==> config.mk <==
export PLATFORM = sky130hd
export DESIGN_NAME = hazard_unit
export DESIGN_NICKNAME = d
export VERILOG_FILES = /design/src/rtl/hazard_unit.sv
export SDC_FILE = /design/constraint.sdc
export NUM_CORES = 1
export LEC_CHECK = 0
export CORE_AREA = 10 10 71 73
export DETAILED_ROUTE_END_ITERATION = 8
export DIE_AREA = 0 0 81 83
export GPL_ROUTABILITY_DRIVEN = 0
export GPL_TIMING_DRIVEN = 0
export PLACE_DENSITY = 0.83
export SETUP_SLACK_MARGIN = 0.15
export SLEW_MARGIN = 10
export SYNTH_ARGS = -nofsm -noshare
export SYNTH_HDL_FRONTEND = slang
export SYNTH_SLANG_ARGS = --single-unit
==> constraint.sdc <==
create_clock -name clk -period 2.2 [get_ports clk]
set_input_delay 0.44 -clock clk [delete_from_list [all_inputs] [get_ports clk]]
set_output_delay 0.44 -clock clk [all_outputs]
set_load 0.005 [all_outputs]
==> src/rtl/hazard_unit.sv <==
// hazard_unit: stall/flush controller for load-use bubbles, taken-branch squash and data-memory freeze with timeout.
//   inputs : clk, rst (sync, active-high), rs1_IF_ID, rs2_IF_ID, rd_ID_EX, mem_read_ID_EX,
//            branch_taken_EX, dmem_req_EX_MEM, dmem_ready
//   outputs: pc_en, en_IF_ID/ID_EX/EX_MEM/MEM_WB, flush_IF_ID/ID_EX/MEM_WB, mem_timeout,
//            stall_cycles, flush_events (built only with HAZARD_PERF_CNT_EN, else 0)
module hazard_unit #(
  parameter int REG_ADDR_W = 5,
  parameter int MAX_WAIT   = 255,
  parameter int WAIT_W     = 8,
  parameter int CNT_W      = 32
) (
  input  logic                  clk,
  input  logic                  rst,
  input  logic [REG_ADDR_W-1:0] rs1_IF_ID,
  input  logic [REG_ADDR_W-1:0] rs2_IF_ID,
  input  logic [REG_ADDR_W-1:0] rd_ID_EX,
  input  logic                  mem_read_ID_EX,
  input  logic                  branch_taken_EX,
  input  logic                  dmem_req_EX_MEM,
  input  logic                  dmem_ready,
  output logic                  pc_en,
  output logic                  en_IF_ID,
  output logic                  en_ID_EX,
  output logic                  en_EX_MEM,
  output logic                  en_MEM_WB,
  output logic                  flush_IF_ID,
  output logic                  flush_ID_EX,
  output logic                  flush_MEM_WB,
  output logic                  mem_timeout,
  output logic [CNT_W-1:0]      stall_cycles,
  output logic [CNT_W-1:0]      flush_events
);
  typedef enum logic [1:0] {RUN, MEM_WAIT, ERROR} state_t;
  state_t r_state, w_next;
  logic [WAIT_W-1:0] r_wait_cnt, w_wait_next;
  logic w_mem_stall, w_load_use, w_err, w_act, w_ms, w_br, w_lu;
  assign w_mem_stall = dmem_req_EX_MEM & ~dmem_ready;
  assign w_load_use  = mem_read_ID_EX & (rd_ID_EX != '0) &
                       ((rd_ID_EX == rs1_IF_ID) | (rd_ID_EX == rs2_IF_ID));
  // reset overrides everything, then ERROR freezes, then the priority chain
  assign w_err = ~rst & (r_state == ERROR);
  assign w_act = ~rst & ~w_err;
  assign w_ms  = w_act & w_mem_stall;
  assign w_br  = w_act & ~w_mem_stall & branch_taken_EX;
  assign w_lu  = w_act & ~w_mem_stall & ~branch_taken_EX & w_load_use;
  assign pc_en        = ~(w_err | w_ms | w_lu);
  assign en_IF_ID     = ~(w_err | w_ms | w_lu);
  assign en_ID_EX     = ~(w_err | w_ms);
  assign en_EX_MEM    = ~(w_err | w_ms);
  assign en_MEM_WB    = ~w_err;
  assign flush_IF_ID  = w_br;
  assign flush_ID_EX  = w_br | w_lu;
  assign flush_MEM_WB = w_ms;
  assign mem_timeout  = w_err;
  always_comb begin
    w_next      = r_state;
    w_wait_next = r_wait_cnt;
    case (r_state)
      RUN: begin
        w_next      = w_mem_stall ? MEM_WAIT : RUN;
        w_wait_next = w_mem_stall ? WAIT_W'(1) : '0;
      end
      MEM_WAIT: begin
        w_next      = !w_mem_stall ? RUN :
                      (r_wait_cnt == WAIT_W'(MAX_WAIT)) ? ERROR : MEM_WAIT;
        w_wait_next = !w_mem_stall ? '0 :
                      (r_wait_cnt == WAIT_W'(MAX_WAIT)) ? r_wait_cnt : r_wait_cnt + WAIT_W'(1);
      end
      ERROR: w_next = ERROR;
      default: begin
        w_next      = RUN;
        w_wait_next = '0;
      end
    endcase
  end
  always_ff @(posedge clk) begin
    if (rst) begin
      r_state    <= RUN;
      r_wait_cnt <= '0;
    end else begin
      r_state    <= w_next;
      r_wait_cnt <= w_wait_next;
    end
  end
`ifdef HAZARD_PERF_CNT_EN
  logic [CNT_W-1:0] r_stall_cycles, r_flush_events;
  always_ff @(posedge clk) begin
    if (rst) begin
      r_stall_cycles <= '0;
      r_flush_events <= '0;
    end else begin
      r_stall_cycles <= r_stall_cycles + CNT_W'(!pc_en);
      r_flush_events <= r_flush_events + CNT_W'(w_br);
    end
  end
  assign stall_cycles = r_stall_cycles;
  assign flush_events = r_flush_events;
`else
  assign stall_cycles = '0;
  assign flush_events = '0;
`endif
endmodule
* After elaboration in Yosys (flattened, before gate mapping)
Cells that the tools add are included.
** Operators by class
- $add $sub $neg :: 1
- Equal/unequal tests :: 6
- Mux-type cells :: 8
- Bitwise logic cells :: 22
- Reduce and logical (&&, ||, !) cells :: 3
** Operators by type and width (number)
- case mux 8 bit (3 select lines) :: 1
- two-way mux 8 bit :: 2
- bitwise AND 1 bit :: 10
- equality test 5 bit :: 2
- adder 8 x 1 -> 8 bit, second input constant :: 1
- equality test 8 bit, second input constant :: 1
- NOT 1 bit :: 8
- case mux 2 bit (3 select lines) :: 1
- nonzero test 5 bit :: 1
- two-way mux 2 bit :: 2
- bitwise OR 1 bit :: 4
- != test 3 bit, second input constant :: 1
- equality test 2 x 1 -> 1 bit, second input constant :: 1
- equality test 2 bit, second input constant :: 1
- logical NOT 2 bit :: 1
- two-way mux 1 bit :: 2
- AND reduction 2 bit :: 1
** Storage, ports and cells
- Bits in registers :: 10
- Input port bits :: 21
- Word-level logic and storage cells :: 42

* Depth between registers and ports, before layout
Gate-level depths: netlist of the first run.
- Depth after elaboration :: 9
- Gate-level depth with buffers :: 5
- Mapped depth without buffers :: 5

* Worst setup path before layout of the first run
Ideal clock, no wire load.
- Path type :: input to output
- Start :: input rd_ID_EX[1]
- End :: output pc_en
- Data arrival time :: 1529 ps
- Data required time :: 1760 ps
- Path slack :: 231 ps
- Stages :: 5
- Buffers on the path :: 1
- Cells stage by stage :: or4_1 > nor2_1 > nor4_1 > a41oi_1 > buf_4
** On the way
- Word-level cells in the longest chain between the ends :: 6
- Elaborated cells between the ends (all ways) :: 9
** RTL lines
- start, declared :: line 16 : input logic [REG_ADDR_W-1:0] rd_ID_EX,
- equality test 5 bit or nonzero test 5 bit (tied branches) :: line 39, 38
- bitwise OR 1 bit or bitwise AND 1 bit (tied branches) :: line 39, 38
- bitwise AND 1 bit (*) :: line 38 : assign w_load_use = mem_read_ID_EX & (rd_ID_EX != '0) &
- bitwise AND 1 bit (*) :: line 45 : assign w_lu = w_act & ~w_mem_stall & ~branch_taken_EX & w_load_use;
- bitwise OR 1 bit (*)
- NOT 1 bit (*)
- end, declared :: line 21 : output logic pc_en,
Mark *: on every way between the ends. The rest lies on a longest branch, timed or not.

* Worst setup path in the final report of the first run
- Start :: input rd_ID_EX[4]
- End :: output flush_ID_EX
** On the way
- Word-level cells in the longest chain between the ends :: 5
- Elaborated cells between the ends (all ways) :: 8
** RTL lines
- equality test 5 bit or nonzero test 5 bit (tied branches) :: line 39, 38
- bitwise OR 1 bit or bitwise AND 1 bit (tied branches) :: line 39, 38
- bitwise AND 1 bit (*) :: line 38
- bitwise AND 1 bit (*) :: line 45
- bitwise OR 1 bit (*) :: line 52 : assign flush_ID_EX = w_br | w_lu;
- end, declared :: line 27 : output logic flush_ID_EX,
Marked as above.

==> results.json, run 1 <==
{
  "status": "complete, no violations",
  "die_w_um": 81,
  "hold_slack_ns": 0.495,
  "rows": 22,
  "synthXorXnorAreaFrac": 0.0721,
  "power.static_leakage_nw": 1.04,
  "layout_commonest_cell": "buf_4",
  "maxSlewViolCount": 0,
  "cap_violations": 0,
  "setup_violations": 0,
  "finalCritPeriodShare": 0.941,
  "first_global_vias": 1217,
  "hold_viol_final": 0,
  "hpwlAfterDp_um": 2970,
  "critPathCaptureType": "output pin",
  "fin_crit_ns": 2.07,
  "postRouteAntennaNets": 0,
  "syn_inst": 157,
  "ys_seq_elements": 10,
  "synth_top_family_by_area": "buffers and inverters",
  "numCtsBuffers": 3,
  "clk_latency_ns": 0.24,
  "start_kind": "primary input",
  "arrival_ns": 1.63,
  "max_freq_mhz": 483,
  "synth_cell_types": 36,
  "ys.warnings.count": 0,
  "drt-total-wl_um": 3480,
  "track_usage": 0.103,
  "ir_drop_mv": 0.184,
  "ys_seq_area_frac": 0.165,
  "io_buffers": 29,
  "fin_nets": 279,
  "io_pins": 94,
  "final_cell_mix": "buf_4 (68), conb_1 (64), dlygate4sd2_1 (10)",
  "synth-async-reset-ratio": 0,
  "drive_above_1_share": 0.398,
  "die_area_um2": 6720,
  "die_h_um": 83,
  "cp.required_ns": 1.76,
  "drt_iter0_drc": 47,
  "coreArea_um2": 3630,
  "grt_pass1_wl_um": 5710,
  "viasPerCell": 3.81,
  "fill_cells": 359,
  "synth-simple-area-share": 0.192,
  "area_delta_synth_final_pct": 63.0,
  "grt.overflow.total": 0,
  "clockBufferDepth": 2,
  "drc": 0,
  "firstDrtPassIters": 4,
  "grt_max_degree": 10,
  "worst_clock_skew_ns": 0.00562,
  "final_cells": 304,
  "antennaDiodeCount": 0,
  "avgSynthCellArea_um2": 7.74,
  "rsz0062_at_grt": "yes",
  "antenna_found_initial": 0,
  "cts_tree": "built",
  "crit_fanout": 2,
  "clkTransAtPathRegs_ns": 0.05,
  "min_path_type": "flip-flop to flip-flop",
  "synth_edf_count": 0,
  "routedWlPerCell_um": 11.4,
  "critical_path_class": "primary input to output pin",
  "powerDensity_nw_per_um2": 328,
  "clock_sinks": 10,
  "muxShareOfSynthArea": 0,
  "synth_compound_area_frac": 0.119,
  "ys.flop_type": "dfxtp_1",
  "vias": 1159,
  "dp.cells": 297,
  "r2r_slack_ns": 0.42,
  "clockRootBuffer": "clkbuf_8",
  "synthAdderAreaFrac": 0.0103,
  "syn_area_um2": 1210,
  "start_util": 0.334,
  "h-tree-depth": 1
}
-- sequential cells by signal (all words and copies together), names as in the netlist --
register,cells
r_state,2
r_wait_cnt,8
-- routing by layer --
metal	vias up	global-route usage	share of wire
li1	602	-	-
met1	491	0.0852	0.31
met2	64	0.188	0.52
met3	2	0.0711	0.16
met4	0	0.0329	0.0078
met5	-	0	0
-- cells in the mapped netlist (2+ instances only) --
cell type,instances,area share
buf_4,66,0.41
dfxtp_1,10,0.16
xnor2_1,10,0.072
nand2_1,9,0.028
a21oi_1,7,0.029
inv_1,6,0.019
nor3_1,5,0.021
nand3_1,4,0.016
nor2_1,4,0.012
nand4_1,3,0.015
a211o_1,2,0.014
and4_1,2,0.014
nand2b_1,2,0.010
nor4_1,2,0.010
o211ai_1,2,0.012
o21ai_0,2,0.0082
or4_1,2,0.012
-- where the power goes --
part | internal [mW] | switching, mW | total, mW
combinational | 0.138 | 0.0927 | 0.231
sequential | 0.183 | 0.00230 | 0.186
clock | 0.158 | 0.0754 | 0.233
-- worst paths after layout --
check	startpoint	endpoint	cells after the start
hold / removal	r_wait_cnt[6]	r_wait_cnt[6]	2
setup reg to reg	r_wait_cnt[0]	r_wait_cnt[6]	5
hold reg to reg	r_wait_cnt[6]	r_wait_cnt[6]	2
setup / recovery	rd_ID_EX[4]	flush_ID_EX	6
-- per-stage QoR --
step	worst slack (ns)	cell area, um2	utilization	TNS (ns)	total power, mW
final	0.130	1980	0.545	0	0.649
after detailed placement	-0.855	1800	0.496	-3.52	0.392
after CTS	0.0470	1940	0.534	0	0.636
after floorplan	0.231	1450	-	0	0.331
after global placement	-0.847	1800	0.496	-3.60	0.391
after global routing	0.0823	1980	0.545	0	0.696
-- critical path, stage by stage --
cell    delay (ns)
buf_8         0.09
or4_4         0.54
nor2_4        0.12
nor4_4        0.07
a31o_2        0.26
buf_6         0.11
-- timing repair --
| item | 4_1_cts | 5_1_grt |
|---|---|---|
| gates cloned | 0 | 0 |
| pin swaps | 18 | 12 |
| gates resized for setup | 66 | 17 |
| setup buffers | 3 | 0 |
| setup endpoints to repair | 9 | 5 |
| hold buffers | 0 | 0 |
-- area by class of cell --
cell class / instances / area (um2) / share of cell area
plain buffers: 68 / 524 / 0.265
clock buffers: 4 / 55.1 / 0.0278
inverters: 6 / 22.5 / 0.0114
multi-input cells: 136 / 826 / 0.417
flip-flops and latches: 10 / 201 / 0.102
well taps: 48 / 60.1 / 0.0303
repair buffers: 32 / 292 / 0.147
-- cells by family after synthesis --
kind of cell,Yosys count
other,1
adder cells (fa/ha/maj),1
AND/OR/NAND/NOR,40
buffers and inverters,74
XOR/XNOR,10
flip-flops,10
AO/OA/AOI/OAI,21
Power figures use the tool's default switching activity.
==> run 2: changes to the inputs <==
--- a/config.mk
+++ b/config.mk
@@ -12,7 +12,6 @@
 export GPL_TIMING_DRIVEN = 0
 export PLACE_DENSITY = 0.83
 export SETUP_SLACK_MARGIN = 0.15
-export SLEW_MARGIN = 10
 export SYNTH_ARGS = -nofsm -noshare
 export SYNTH_HDL_FRONTEND = slang
 export SYNTH_SLANG_ARGS = --single-unit
==> results of run 2 <==
The final DEF is identical to that of run 1; final timing and power are the same.
==> run 3: changes to the inputs <==
==> config.mk (replaced) <==
export PLATFORM = sky130hd
export DESIGN_NAME = hazard_unit
export DESIGN_NICKNAME = d
export VERILOG_FILES = /design/src/rtl/hazard_unit.sv
export SDC_FILE = /design/constraint.sdc
export NUM_CORES = 1
export LEC_CHECK = 0
export CORE_AREA = 10 10 75 77
export DETAILED_ROUTE_END_ITERATION = 8
export DIE_AREA = 0 0 85 87
export GPL_ROUTABILITY_DRIVEN = 0
export GPL_TIMING_DRIVEN = 0
export PLACE_DENSITY = 0.78
export SETUP_SLACK_MARGIN = 0.15
export SLEW_MARGIN = 20
export SYNTH_ARGS = -nofsm -noshare
export SYNTH_HDL_FRONTEND = slang
export SYNTH_SLANG_ARGS = --single-unit
==> constraint.sdc (replaced) <==
create_clock -name clk -period 1.7 [get_ports clk]
set_input_delay 0.34 -clock clk [delete_from_list [all_inputs] [get_ports clk]]
set_output_delay 0.34 -clock clk [all_outputs]
set_load 0.005 [all_outputs]
==> results.json, run 3 (same netlist as run 1, synthesis figures left out) <==
{
  "cap_violations": 0,
  "routedWlPerCell_um": 11.6,
  "holdBufCountCts": 0,
  "finalPower_mw": 0.786,
  "layout_commonest_cell": "buf_4",
  "clock_sinks": 10,
  "slowest_stage": "or4_4",
  "vias": 1171,
  "hold_viol_final": 0,
  "violations": "setup timing",
  "io_pins": 94,
  "reg.largest.list": "r_wait_cnt: 8 flops, r_state: 2 flops",
  "drive_above_1_share": 0.504,
  "fin_crit_ns": 1.88,
  "p_comb_frac": 0.383,
  "rsz0062_at_grt": "yes",
  "grt.overflow.total": 0,
  "p_seq_frac": 0.303,
  "status": "finished, violations left",
  "maxSlewViolCount": 0,
  "coreArea_um2": 4230,
  "die_w_um": 85,
  "setup_violations": 4,
  "largest_reg_flops": 8,
  "clkTransAtPathRegs_ns": 0.05,
  "clk_latency_ns": 0.24,
  "cp.required_ns": 1.36,
  "cts_tree": "built",
  "regMostFlops": "r_wait_cnt",
  "p_clk_frac": 0.314,
  "drt_iter0_drc": 35,
  "power.static_leakage_nw": 1.10,
  "viasPerCell": 3.66,
  "grt_pass1_wl_um": 5690,
  "arrival_ns": 1.54,
  "switching_share": 0.271,
  "switching_power_mw": 0.213,
  "die_area_um2": 7400,
  "io_buffers": 29,
  "worst_slack_ns": -0.176,
  "antenna_found_initial": 0,
  "min_path_type": "primary input to flip-flop",
  "hold_slack_ns": 0.490,
  "path_cells": "buf_8, or4_4, nor2_4, nor4_4, a41oi_2, buf_4, buf_6",
  "clockRootBuffer": "clkbuf_8",
  "post-place-ws_ns": -1.16,
  "final_util": 0.504,
  "start_util": 0.287,
  "die_h_um": 87,
  "drc": 0,
  "clockBufferDepth": 2,
  "power.internal_mw": 0.573,
  "critical_path_class": "primary input to output pin",
  "start_kind": "primary input",
  "final_area_um2": 2130,
  "worst_clock_skew_ns": 0.00274,
  "ir_drop_mv": 0.251,
  "track_usage": 0.0910,
  "drt-total-wl_um": 3720,
  "rows": 24,
  "crit_fanout": 2,
  "reg2reg_depth": 7,
  "r2r_slack_ns": -0.03,
  "grt_max_degree": 8,
  "postRouteAntennaNets": 0,
  "max_freq_mhz": 533,
  "h-tree-depth": 1,
  "fin_nets": 292,
  "numCtsBuffers": 3,
  "firstDrtPassIters": 4,
  "hpwlAfterDp_um": 2820,
  "area_delta_synth_final_pct": 75.7,
  "antennaDiodeCount": 0,
  "cpPeakStageDelay_ns": 0.54,
  "hold_depth": 3,
  "place_area_um2": 1810,
  "finalCritPeriodShare": 1.10,
  "powerDensity_nw_per_um2": 368,
  "first_global_vias": 1286,
  "critPathCaptureType": "output pin",
  "final_cell_mix": "buf_4 (74), conb_1 (64), buf_6 (12)"
}
==> run 3: timing repair <==
item                                   4_1_cts  5_1_grt
gates resized for setup                     98       24
endpoints found under the hold margin        0        0
pin swaps                                   22       18
setup endpoints to repair                   15       14
setup buffers                               15        1
==> run 3: power by group through the flow <==
stage / sequential [mW] / combinational (mW) / clock (mW)
after floorplan: 0.244 / 0.185 / 0
after global placement: 0.244 / 0.261 / 0
after detailed placement: 0.244 / 0.262 / 0
after CTS: 0.237 / 0.284 / 0.252
after global routing: 0.238 / 0.331 / 0.257
final: 0.238 / 0.301 / 0.247
==> run 3: path summary, 6_finish.rpt <==
check | from | endpoint
setup / recovery | rd_ID_EX[4] | pc_en
hold / removal | dmem_ready | r_state[0]
setup reg to reg | r_state[1] | r_wait_cnt[6]
hold reg to reg | r_wait_cnt[4] | r_wait_cnt[4]
==> run 3: metrics by stage <==
stage / TNS, ns / instances
global placement: -7.68 / 301
global route: -0.659 / 320
detailed placement: -7.86 / 301
finish: -0.410 / 320
floorplan: -0.0457 / 220
CTS: -0.599 / 319
==> run 3: final cells by class <==
class / count / area, um2
Buffer: 68 / 526
Clock buffer: 3 / 41.3
Timing Repair Buffer: 45 / 402
Fill cell: 427 / 2100
Sequential cell: 10 / 209
Tap cell: 52 / 65.1
Inverter: 6 / 22.5
Multi-Input combinational cell: 136 / 870
==> run 3: metal layers <==
metal	wire length, um	GRT usage
met5	0	0
met4	29	0.0225
met3	580	0.0749
met2	1900	0.168
met1	1210	0.0717
==> run 3: worst max-delay path, delay by kind of cell <==
family                 cells  cell delay, ns
buffers and inverters      3            0.31
and+or+nand+nor            3            0.71
AOI/OAI and AO/OA          1            0.17
